`src/rtl/vred_logic_tree.sv`:
```
// Pipelined multi-lane AND/OR/XOR vector reduction.
//   Each beat of LANES elements is masked (inactive lanes take the identity),
//   reduced through log2(LANES) registered pairwise levels, then folded into an
//   accumulator across the beats of one reduction. A finished reduction is
//   presented on out_vec with a one-cycle out_valid pulse.
// Ports:
//   clk, rst        clock, asynchronous active-low reset
//   in_valid        beat present; in_first/in_last/in_opSel/in_mask/in_vec qualify it
//   in_opSel        01=and 10=or 11=xor 00=zero, taken from the opening beat
//   out_valid       one-cycle pulse with a finished result on out_vec
//   out_vec         result, held until the next out_valid
//   out_busy        reduction open or work in flight
module vred_logic_tree #(
    parameter int unsigned DATA_WIDTH  = 32,
    parameter int unsigned LANES       = 4,
    parameter int unsigned OPSEL_WIDTH = 2
) (
    input  logic                          clk,
    input  logic                          rst,
    input  logic                          in_valid,
    input  logic                          in_first,
    input  logic                          in_last,
    input  logic [OPSEL_WIDTH-1:0]        in_opSel,
    input  logic [LANES-1:0]              in_mask,
    input  logic [LANES*DATA_WIDTH-1:0]   in_vec,
    output logic                          out_valid,
    output logic [DATA_WIDTH-1:0]         out_vec,
    output logic                          out_busy
);

    localparam int unsigned S      = $clog2(LANES);
    localparam int unsigned TREE_W = (2 * LANES - 1) * DATA_WIDTH;

    localparam logic [OPSEL_WIDTH-1:0] OP_ZERO = OPSEL_WIDTH'(0);
    localparam logic [OPSEL_WIDTH-1:0] OP_AND  = OPSEL_WIDTH'(1);
    localparam logic [OPSEL_WIDTH-1:0] OP_OR   = OPSEL_WIDTH'(2);
    localparam logic [OPSEL_WIDTH-1:0] OP_XOR  = OPSEL_WIDTH'(3);

    // Combine two elements; opcode 00 always yields zero.
    function automatic logic [DATA_WIDTH-1:0] op_apply(
        input logic [OPSEL_WIDTH-1:0] op,
        input logic [DATA_WIDTH-1:0]  a,
        input logic [DATA_WIDTH-1:0]  b
    );
        case (op)
            OP_AND:  return a & b;
            OP_OR:   return a | b;
            OP_XOR:  return a ^ b;
            default: return '0;
        endcase
    endfunction

    function automatic logic [DATA_WIDTH-1:0] identity(input logic [OPSEL_WIDTH-1:0] op);
        return (op == OP_AND) ? '1 : '0;
    endfunction

    // Element offset of tree level k inside the flattened level storage.
    function automatic int unsigned lvl_off(input int unsigned k);
        int unsigned o;
        o = 0;
        for (int unsigned i = 0; i < k; i++) o += LANES >> i;
        return o;
    endfunction

    // Input-side reduction tracking so every beat enters the tree with the
    // reduction's opcode (masked lanes of later beats need its identity).
    logic                   in_open_q, in_open_d;
    logic [OPSEL_WIDTH-1:0] in_op_q, in_op_d;
    logic                   beat_first;
    logic [OPSEL_WIDTH-1:0] beat_op;

    always_comb begin
        beat_first = in_first | ~in_open_q;
        beat_op    = beat_first ? in_opSel : in_op_q;
        in_open_d  = in_open_q;
        in_op_d    = in_op_q;
        if (in_valid) begin
            in_open_d = ~in_last;
            if (beat_first) in_op_d = in_opSel;
        end
    end

    always_ff @(posedge clk or negedge rst) begin
        if (!rst) begin
            in_open_q <= 1'b0;
            in_op_q   <= '0;
        end else begin
            in_open_q <= in_open_d;
            in_op_q   <= in_op_d;
        end
    end

    // Level 0 is the combinational masked beat; levels 1..S are registered.
    logic [TREE_W-1:0]                tree_data;
    logic [S:0]                       tree_vld;
    logic [S:0]                       tree_fst;
    logic [S:0]                       tree_lst;
    logic [S:0][OPSEL_WIDTH-1:0]      tree_op;

    for (genvar k = 0; k <= S; k++) begin : g_lvl
        localparam int unsigned N   = LANES >> k;
        localparam int unsigned OFF = lvl_off(k);

        if (k == 0) begin : g_in
            logic [N*DATA_WIDTH-1:0] lane_data;

            // Inactive lanes (or opcode 00) contribute the identity element.
            always_comb begin
                lane_data = '0;
                for (int i = 0; i < int'(N); i++) begin
                    lane_data[i*DATA_WIDTH +: DATA_WIDTH] =
                        (in_mask[i] && (beat_op != OP_ZERO))
                            ? in_vec[i*DATA_WIDTH +: DATA_WIDTH]
                            : identity(beat_op);
                end
            end

            assign tree_data[OFF*DATA_WIDTH +: N*DATA_WIDTH] = lane_data;
            assign tree_vld[k] = in_valid;
            assign tree_fst[k] = beat_first;
            assign tree_lst[k] = in_last;
            assign tree_op[k]  = beat_op;
        end else begin : g_reg
            localparam int unsigned POFF = lvl_off(k - 1);

            logic [2*N*DATA_WIDTH-1:0] pair_data;
            logic [N*DATA_WIDTH-1:0]   data_d, data_q;
            logic                      vld_q, fst_q, lst_q;
            logic [OPSEL_WIDTH-1:0]    op_q;

            assign pair_data = tree_data[POFF*DATA_WIDTH +: 2*N*DATA_WIDTH];

            // Combine adjacent pairs of the previous level.
            always_comb begin
                data_d = '0;
                for (int j = 0; j < int'(N); j++) begin
                    data_d[j*DATA_WIDTH +: DATA_WIDTH] =
                        op_apply(tree_op[k-1],
                                 pair_data[(2*j)*DATA_WIDTH +: DATA_WIDTH],
                                 pair_data[(2*j+1)*DATA_WIDTH +: DATA_WIDTH]);
                end
            end

            always_ff @(posedge clk or negedge rst) begin
                if (!rst) begin
                    data_q <= '0;
                    vld_q  <= 1'b0;
                    fst_q  <= 1'b0;
                    lst_q  <= 1'b0;
                    op_q   <= '0;
                end else begin
                    data_q <= data_d;
                    vld_q  <= tree_vld[k-1];
                    fst_q  <= tree_fst[k-1];
                    lst_q  <= tree_lst[k-1];
                    op_q   <= tree_op[k-1];
                end
            end

            assign tree_data[OFF*DATA_WIDTH +: N*DATA_WIDTH] = data_q;
            assign tree_vld[k] = vld_q;
            assign tree_fst[k] = fst_q;
            assign tree_lst[k] = lst_q;
            assign tree_op[k]  = op_q;
        end
    end

    logic [DATA_WIDTH-1:0]  t_data;
    assign t_data = tree_data[lvl_off(S)*DATA_WIDTH +: DATA_WIDTH];

    // Accumulator stage: folds tree results across beats, emits on last.
    logic [DATA_WIDTH-1:0]  acc_q, acc_d;
    logic [OPSEL_WIDTH-1:0] acc_op_q, acc_op_d;
    logic                   open_q, open_d;
    logic                   out_valid_q, out_valid_d;
    logic [DATA_WIDTH-1:0]  out_vec_q, out_vec_d;
    logic                   out_busy_q, out_busy_d;
    logic                   acc_first;
    logic [DATA_WIDTH-1:0]  acc_val;

    always_comb begin
        acc_d       = acc_q;
        acc_op_d    = acc_op_q;
        open_d      = open_q;
        out_valid_d = 1'b0;
        out_vec_d   = out_vec_q;
        acc_first   = tree_fst[S] | ~open_q;
        acc_val     = acc_first ? t_data : op_apply(acc_op_q, acc_q, t_data);
        if (tree_vld[S]) begin
            acc_d    = acc_val;
            acc_op_d = acc_first ? tree_op[S] : acc_op_q;
            if (tree_lst[S]) begin
                out_vec_d   = acc_val;
                out_valid_d = 1'b1;
                open_d      = 1'b0;
            end else begin
                open_d      = 1'b1;
            end
        end
        // Level S being valid always shows up in out_valid_d or open_d.
        out_busy_d = (|tree_vld) | out_valid_d | open_d | in_open_d;
    end

    always_ff @(posedge clk or negedge rst) begin
        if (!rst) begin
            acc_q       <= '0;
            acc_op_q    <= '0;
            open_q      <= 1'b0;
            out_valid_q <= 1'b0;
            out_vec_q   <= '0;
            out_busy_q  <= 1'b0;
        end else begin
            acc_q       <= acc_d;
            acc_op_q    <= acc_op_d;
            open_q      <= open_d;
            out_valid_q <= out_valid_d;
            out_vec_q   <= out_vec_d;
            out_busy_q  <= out_busy_d;
        end
    end

    assign out_valid = out_valid_q;
    assign out_vec   = out_vec_q;
    assign out_busy  = out_busy_q;

endmodule

```
`config.mk`:
```
export PLATFORM = sky130hd
export DESIGN_NAME = vred_logic_tree
export DESIGN_NICKNAME = d
export VERILOG_FILES = /design/src/rtl/vred_logic_tree.sv
export SDC_FILE = /design/constraint.sdc
export NUM_CORES = 1
export LEC_CHECK = 0
export BUFFER_PORTS_ARGS = -buffer_cell sky130_fd_sc_hd__buf_2
export CAP_MARGIN = 20
export CORE_MARGIN = 2
export CORE_UTILIZATION = 56
export DETAILED_ROUTE_END_ITERATION = 10
export HOLD_SLACK_MARGIN = 0.05
export PLACE_DENSITY = 0.79
export SLEW_MARGIN = 10
export SYNTH_ARGS = -nofsm -noshare
export SYNTH_HDL_FRONTEND = slang
export SYNTH_SLANG_ARGS = --single-unit
```
`constraint.sdc`:
```
create_clock -name clk -period 2.8 [get_ports clk]
set_clock_uncertainty 0.15 [all_clocks]
set_input_delay 0.14 -clock clk [delete_from_list [all_inputs] [get_ports clk]]
set_output_delay 0.14 -clock clk [all_outputs]
set_load 0.03 [all_outputs]
```
== Word-level counts from Yosys, hierarchy flattened ==
Index checks and enable logic that the tools add are counted.

* Mux-type cells: 16
* Reductions and logical operators: 8
* Equality and inequality tests: 9
* Bitwise gates (word level): 20

{| class="wikitable"
|+ Operator list
! cell !! count
|-
| 32-bit one-hot mux with 3 select lines || 4
|-
| 32-bit two-way mux || 6
|-
| 32-bit bitwise AND || 4
|-
| 32-bit OR || 4
|-
| 32-bit bitwise XOR || 4
|-
| 2-bit equality test (second input constant) || 6
|-
| 2-bit by 1-bit equality test with 1-bit output (second input constant) || 3
|-
| 1-bit two-way mux || 5
|-
| 1-bit OR || 5
|-
| 1-bit logical AND || 4
|-
| 2-bit AND reduction || 2
|-
| 1-bit NOT || 3
|-
| 3-bit OR reduction || 1
|-
| 2-bit two-way mux || 1
|-
| 2-bit nonzero test || 1
|}

* Register bits after elaboration: 178
* Output and inout port bits: 34
* Input bits: 139

== Longest topological paths before layout ==
* Word-level depth: 8
* Gate-level depth with buffers: 9
* Mapped depth without buffers: 9

== Worst setup path after synthesis ==
No wires, ideal clock.

* Kind: reg2reg
* Start point: register in_open_q
* End point: register g_lvl[1].g_reg.data_q[33]
* Stages on the path, launching flop included: 10
* Path buffers: 2
* Arrival time: 2.265 ns
* Data required time: 2.529 ns
* Clock period less this slack: 2.536 ns
* Setup slack: 0.264 ns
* Library setup time: 0.121 ns
* Path through: dfrtp_1 > nor2b_4 > mux2_1 > buf_4 > o21ai_2 > clkbuf_1 > o21ai_0 > ha_1 > o21a_1 > a22o_1

* Longest elaborated chain between the ends: 8
* Elaborated cells on any way between the ends: 16
* Classes of those cells: eq/ne (3); mux (5); bitwise (5); reduce/logical (3)

{| class="wikitable"
|+ RTL lines
! element !! line !! text
|-
| start, declared || 67 || <nowiki>logic in_open_q, in_open_d;</nowiki>
|-
| start signal, assigned || 88 || <nowiki>in_open_q <= in_open_d;</nowiki>
|-
| 1-bit NOT (*) || 73 || <nowiki>beat_first = in_first | ~in_open_q;</nowiki>
|-
| 1-bit OR (*) || 73 ||
|-
| 2-bit two-way mux (*) || n/a ||
|-
| 2-bit by 1-bit equality test with 1-bit output / 2-bit nonzero test (equally long branches) || 45, 54, 112 ||
|-
| 32-bit two-way mux / 1-bit logical AND (equally long branches) || 54, 112 ||
|-
| 32-bit two-way mux || 113 || <nowiki>? in_vec[i*DATA_WIDTH +: DATA_WIDTH]</nowiki>
|-
| 32-bit bitwise XOR, or another cell as far along || 48 || <nowiki>OP_XOR: return a ^ b;</nowiki>
|-
| 32-bit one-hot mux with 3 select lines (*) || 45 || <nowiki>case (op)</nowiki>
|-
| via g_lvl[1].g_reg.data_d[33] || 127 || <nowiki>logic [N*DATA_WIDTH-1:0] data_d, data_q;</nowiki>
|-
| end signal, assigned || 152 || <nowiki>data_q <= data_d;</nowiki>
|-
| end, declared || 127 ||
|}

The timed path passes the listed nets; every way through them passes the cells marked *.
A chain may end at the register's enable or synchronous reset.

== Worst setup path after layout ==
* Start point: input port in_first
* End point: register g_lvl[1].g_reg.data_q[5]

* Longest elaborated chain between the ends: 7
* Elaborated cells on any way between the ends: 15
* Classes of those cells: eq/ne (3); mux (5); bitwise (4); reduce/logical (3)

{| class="wikitable"
|+ RTL lines
! element !! line !! text
|-
| start, declared || 21 || <nowiki>input logic in_first,</nowiki>
|-
| 1-bit OR (*) || 73 ||
|-
| 2-bit two-way mux (*) || n/a ||
|-
| 2-bit by 1-bit equality test with 1-bit output / 2-bit nonzero test (equally long branches) || 45, 54, 112 ||
|-
| 32-bit two-way mux / 1-bit logical AND (equally long branches) || 54, 112 ||
|-
| 32-bit two-way mux || 113 ||
|-
| 32-bit bitwise XOR, or another cell as far along || 48 ||
|-
| 32-bit one-hot mux with 3 select lines (*) || 45 ||
|-
| via g_lvl[1].g_reg.data_d[5] || 127 ||
|}

Marked as above.

==> out/metrics.cfg <==
[critical_path]
reg2reg_depth = 8
endpoint_kind = register
arrival_ns = 2.85
worstPathRequired_ns = 2.97
crit_fanout = 16
start_kind = input port
crit_type = in2reg

[placed_design]
numPortBuffers = 172
place_inst = 1918
dp_hpwl_um = 23700
place.gp.congestion = 0.872

[sta]
rsz0062_at_grt = false
finalSetupViolCount = 0
slew_viol_final = 0
hold_violations = 0
max_freq_mhz = 373
setup_tns_ns = 0
max-slew-margin-rel = 0.563
finalCriticalPeriod_ns = 2.68
period_share = 0.957
tightestPinTransition_ns = 0.655
hold_slack_ns = 0.0445

[die]
coreArea_um2 = 24500
die_area_um2 = 26300
placementRows = 57
io_pins = 173
die_w_um = 162
start_util = 0.573
die_h_um = 162

[cells_and_area]
fillers = 1857
layout_common_cells = ha_1 (256), dfrtp_1 (178), buf_2 (171)
nNetsFinal = 2045
diodes = 0
postLayoutCoreUtil = 0.656
area_growth_pct = 14.5
drive_gt1_frac = 0.200
final_common_cell = ha_1
fin_cells = 1985

[power]
p_leak_nw = 8.31
powerDensity_nw_per_um2 = 620
power_w = 0.00994
irDropWorstVdd_mv = 0.429

[route]
wl_per_cell_um = 17.0
first_pass_iters = 8
drt_iter0_markers = 855
vias = 11400
vias_per_cell = 5.74
drc = 0
drt_wl_total_um = 33700
ant_nets = 0

[yosys]
synthCells = 1503
yosysTopAreaCellShare = 0.318
yosys.area.top_type = dfrtp_1
synth_xor_area_frac = 0
netlist_area_um2 = 14000
synth_top_family_by_area = compound AO/OA/AOI/OAI gates
synth.area.top_cells = dfrtp_1 (32%), ha_1 (23%), o21a_1 (6.9%)
synthAdderAreaFrac = 0.229
synth-seq-cells = 178
ys_seq_area_frac = 0.318
yosysWarnings = 0
synthSimpleGateAreaFrac = 0.0688
synth_fp_nets = 1898
synth_cell_types = 35
avgSynthCellArea_um2 = 9.32
synth_compound_area_frac = 0.252
muxShareOfSynthArea = 0.0522

[clock_tree]
path_clk_slew_ns = 0.07
clock_latency_ns = 0.43
cts_root_buffer = clkbuf_16
cts_made_buffers = 17
clockBufferDepth = 2
cts.sinks = 178
htree_num_levels = 4
tritoncts = built

[grt]
grt_overflow = 0
grt_pass1_wl_um = 54600
grt_antenna_before_repair = 0
grt_max_degree = 66
grt_pass1_vias = 10900
grt.total_usage = 0.259

[flow_run]
drv_cap = 0

[min_path]
holdCritPathClass = in2reg
hold_path_depth = 4

[run_status]
outcome = finished, final reports clean

[cells in the mapped netlist (all sizes together)]
cell type  number
a21o           64
a21oi         117
a221oi         19
a22o           64
a22oi          13
and2           15
buf            74
clkbuf         45
clkinv          1
dfrtp         178
ha            256
inv           131
mux2           62
mux2i           2
nand2         135
nand2b          2
nand3b          2
nor2           37
nor2b           3
nor3            2
o211ai          2
o21a          128
o21ai         130
or2            20
or4b            1
[where the power goes]
part / switching (W) / leakage, nW / internal (W)
Sequential: 0.000517 / 2.22 / 0.00321
Combinational: 0.00223 / 5.84 / 0.00180
Clock: 0.00102 / 0.244 / 0.00117
[logic make-up after synthesis]
kind of cell	count (synthesis)
compound gates	537
fa+ha+maj	256
buf+inv	251
flops	178
mux	64
simple gates	217
[stage by stage]
| stage | cell area, um2 | setup slack (ns) |
|---|---|---|
| floorplan | 14000 | 0.264 |
| global placement | 15100 | 0.135 |
| detailed placement | 15100 | 0.0382 |
| CTS | 16000 | 0.0212 |
| global route | 16000 | 0.0338 |
| finish | 16000 | 0.122 |
[area by class of cell]
class / instances / area, um2 / area share
tap: 324 / 405 / 0.0253
sequential: 178 / 4450 / 0.278
clock buffer: 22 / 464 / 0.0289
inverter: 132 / 495 / 0.0309
clock inverter: 8 / 57.6 / 0.00359
timing repair buffer: 247 / 1710 / 0.107
multi-input combinational: 1074 / 8450 / 0.527
[critical path: stages]
cell           delay [ns]
dlygate4sd3_1        0.53
buf_2                0.17
or4b_4               0.54
o21a_1               0.14
and2_2               0.27
buf_4                0.21
a21oi_1              0.18
ha_1                 0.26
o21a_1               0.19
a22o_1               0.21
[layer usage]
metal  share of wire  wire [um]  GRT usage  up-vias
li1                -          -          -     5464
met1            0.45      15400      0.364     5475
met2            0.46      15400      0.409      398
met3           0.060       2010     0.0378       57
met4           0.027        927     0.0933        0
met5               0          0          0        -
[sequential cells by signal (all words and copies together) (netlist names)]
register / flops
g_lvl.g_reg.data_q: 96
acc_q: 32
out_vec: 32
g_lvl.g_reg.op_q: 4
acc_op_q: 2
g_lvl.g_reg.fst_q: 2
g_lvl.g_reg.lst_q: 2
g_lvl.g_reg.vld_q: 2
in_op_q: 2
in_open_q: 1
open_q: 1
out_busy: 1
out_valid: 1
[repair_timing]
| item | in CTS | in global routing |
|---|---|---|
| setup buffers | 0 | 2 |
| resized for setup | 0 | 3 |
| setup endpoints to repair | 0 | 37 |
| hold buffers | 35 | 0 |
| endpoints found under the hold margin | 125 | 0 |
[worst paths after layout]
| path | slack (ns) | startpoint | endpoint |
|---|---|---|---|
| max | 0.12 | in_first | g_lvl[1].g_reg.data_q[5] |
| min | 0.04 | in_vec[66] | g_lvl[1].g_reg.data_q[34] |
| max reg2reg | 0.13 | in_op_q[0] | g_lvl[1].g_reg.data_q[5] |
| min reg2reg | 0.20 | g_lvl[1].g_reg.lst_q | g_lvl[2].g_reg.lst_q |
| max in group asynchronous | 1.61 | rst | g_lvl[1].g_reg.data_q[10] |
| min in group asynchronous | 0.12 | rst | g_lvl[1].g_reg.data_q[20] |
Note: power is estimated with default switching activity, not from simulation.
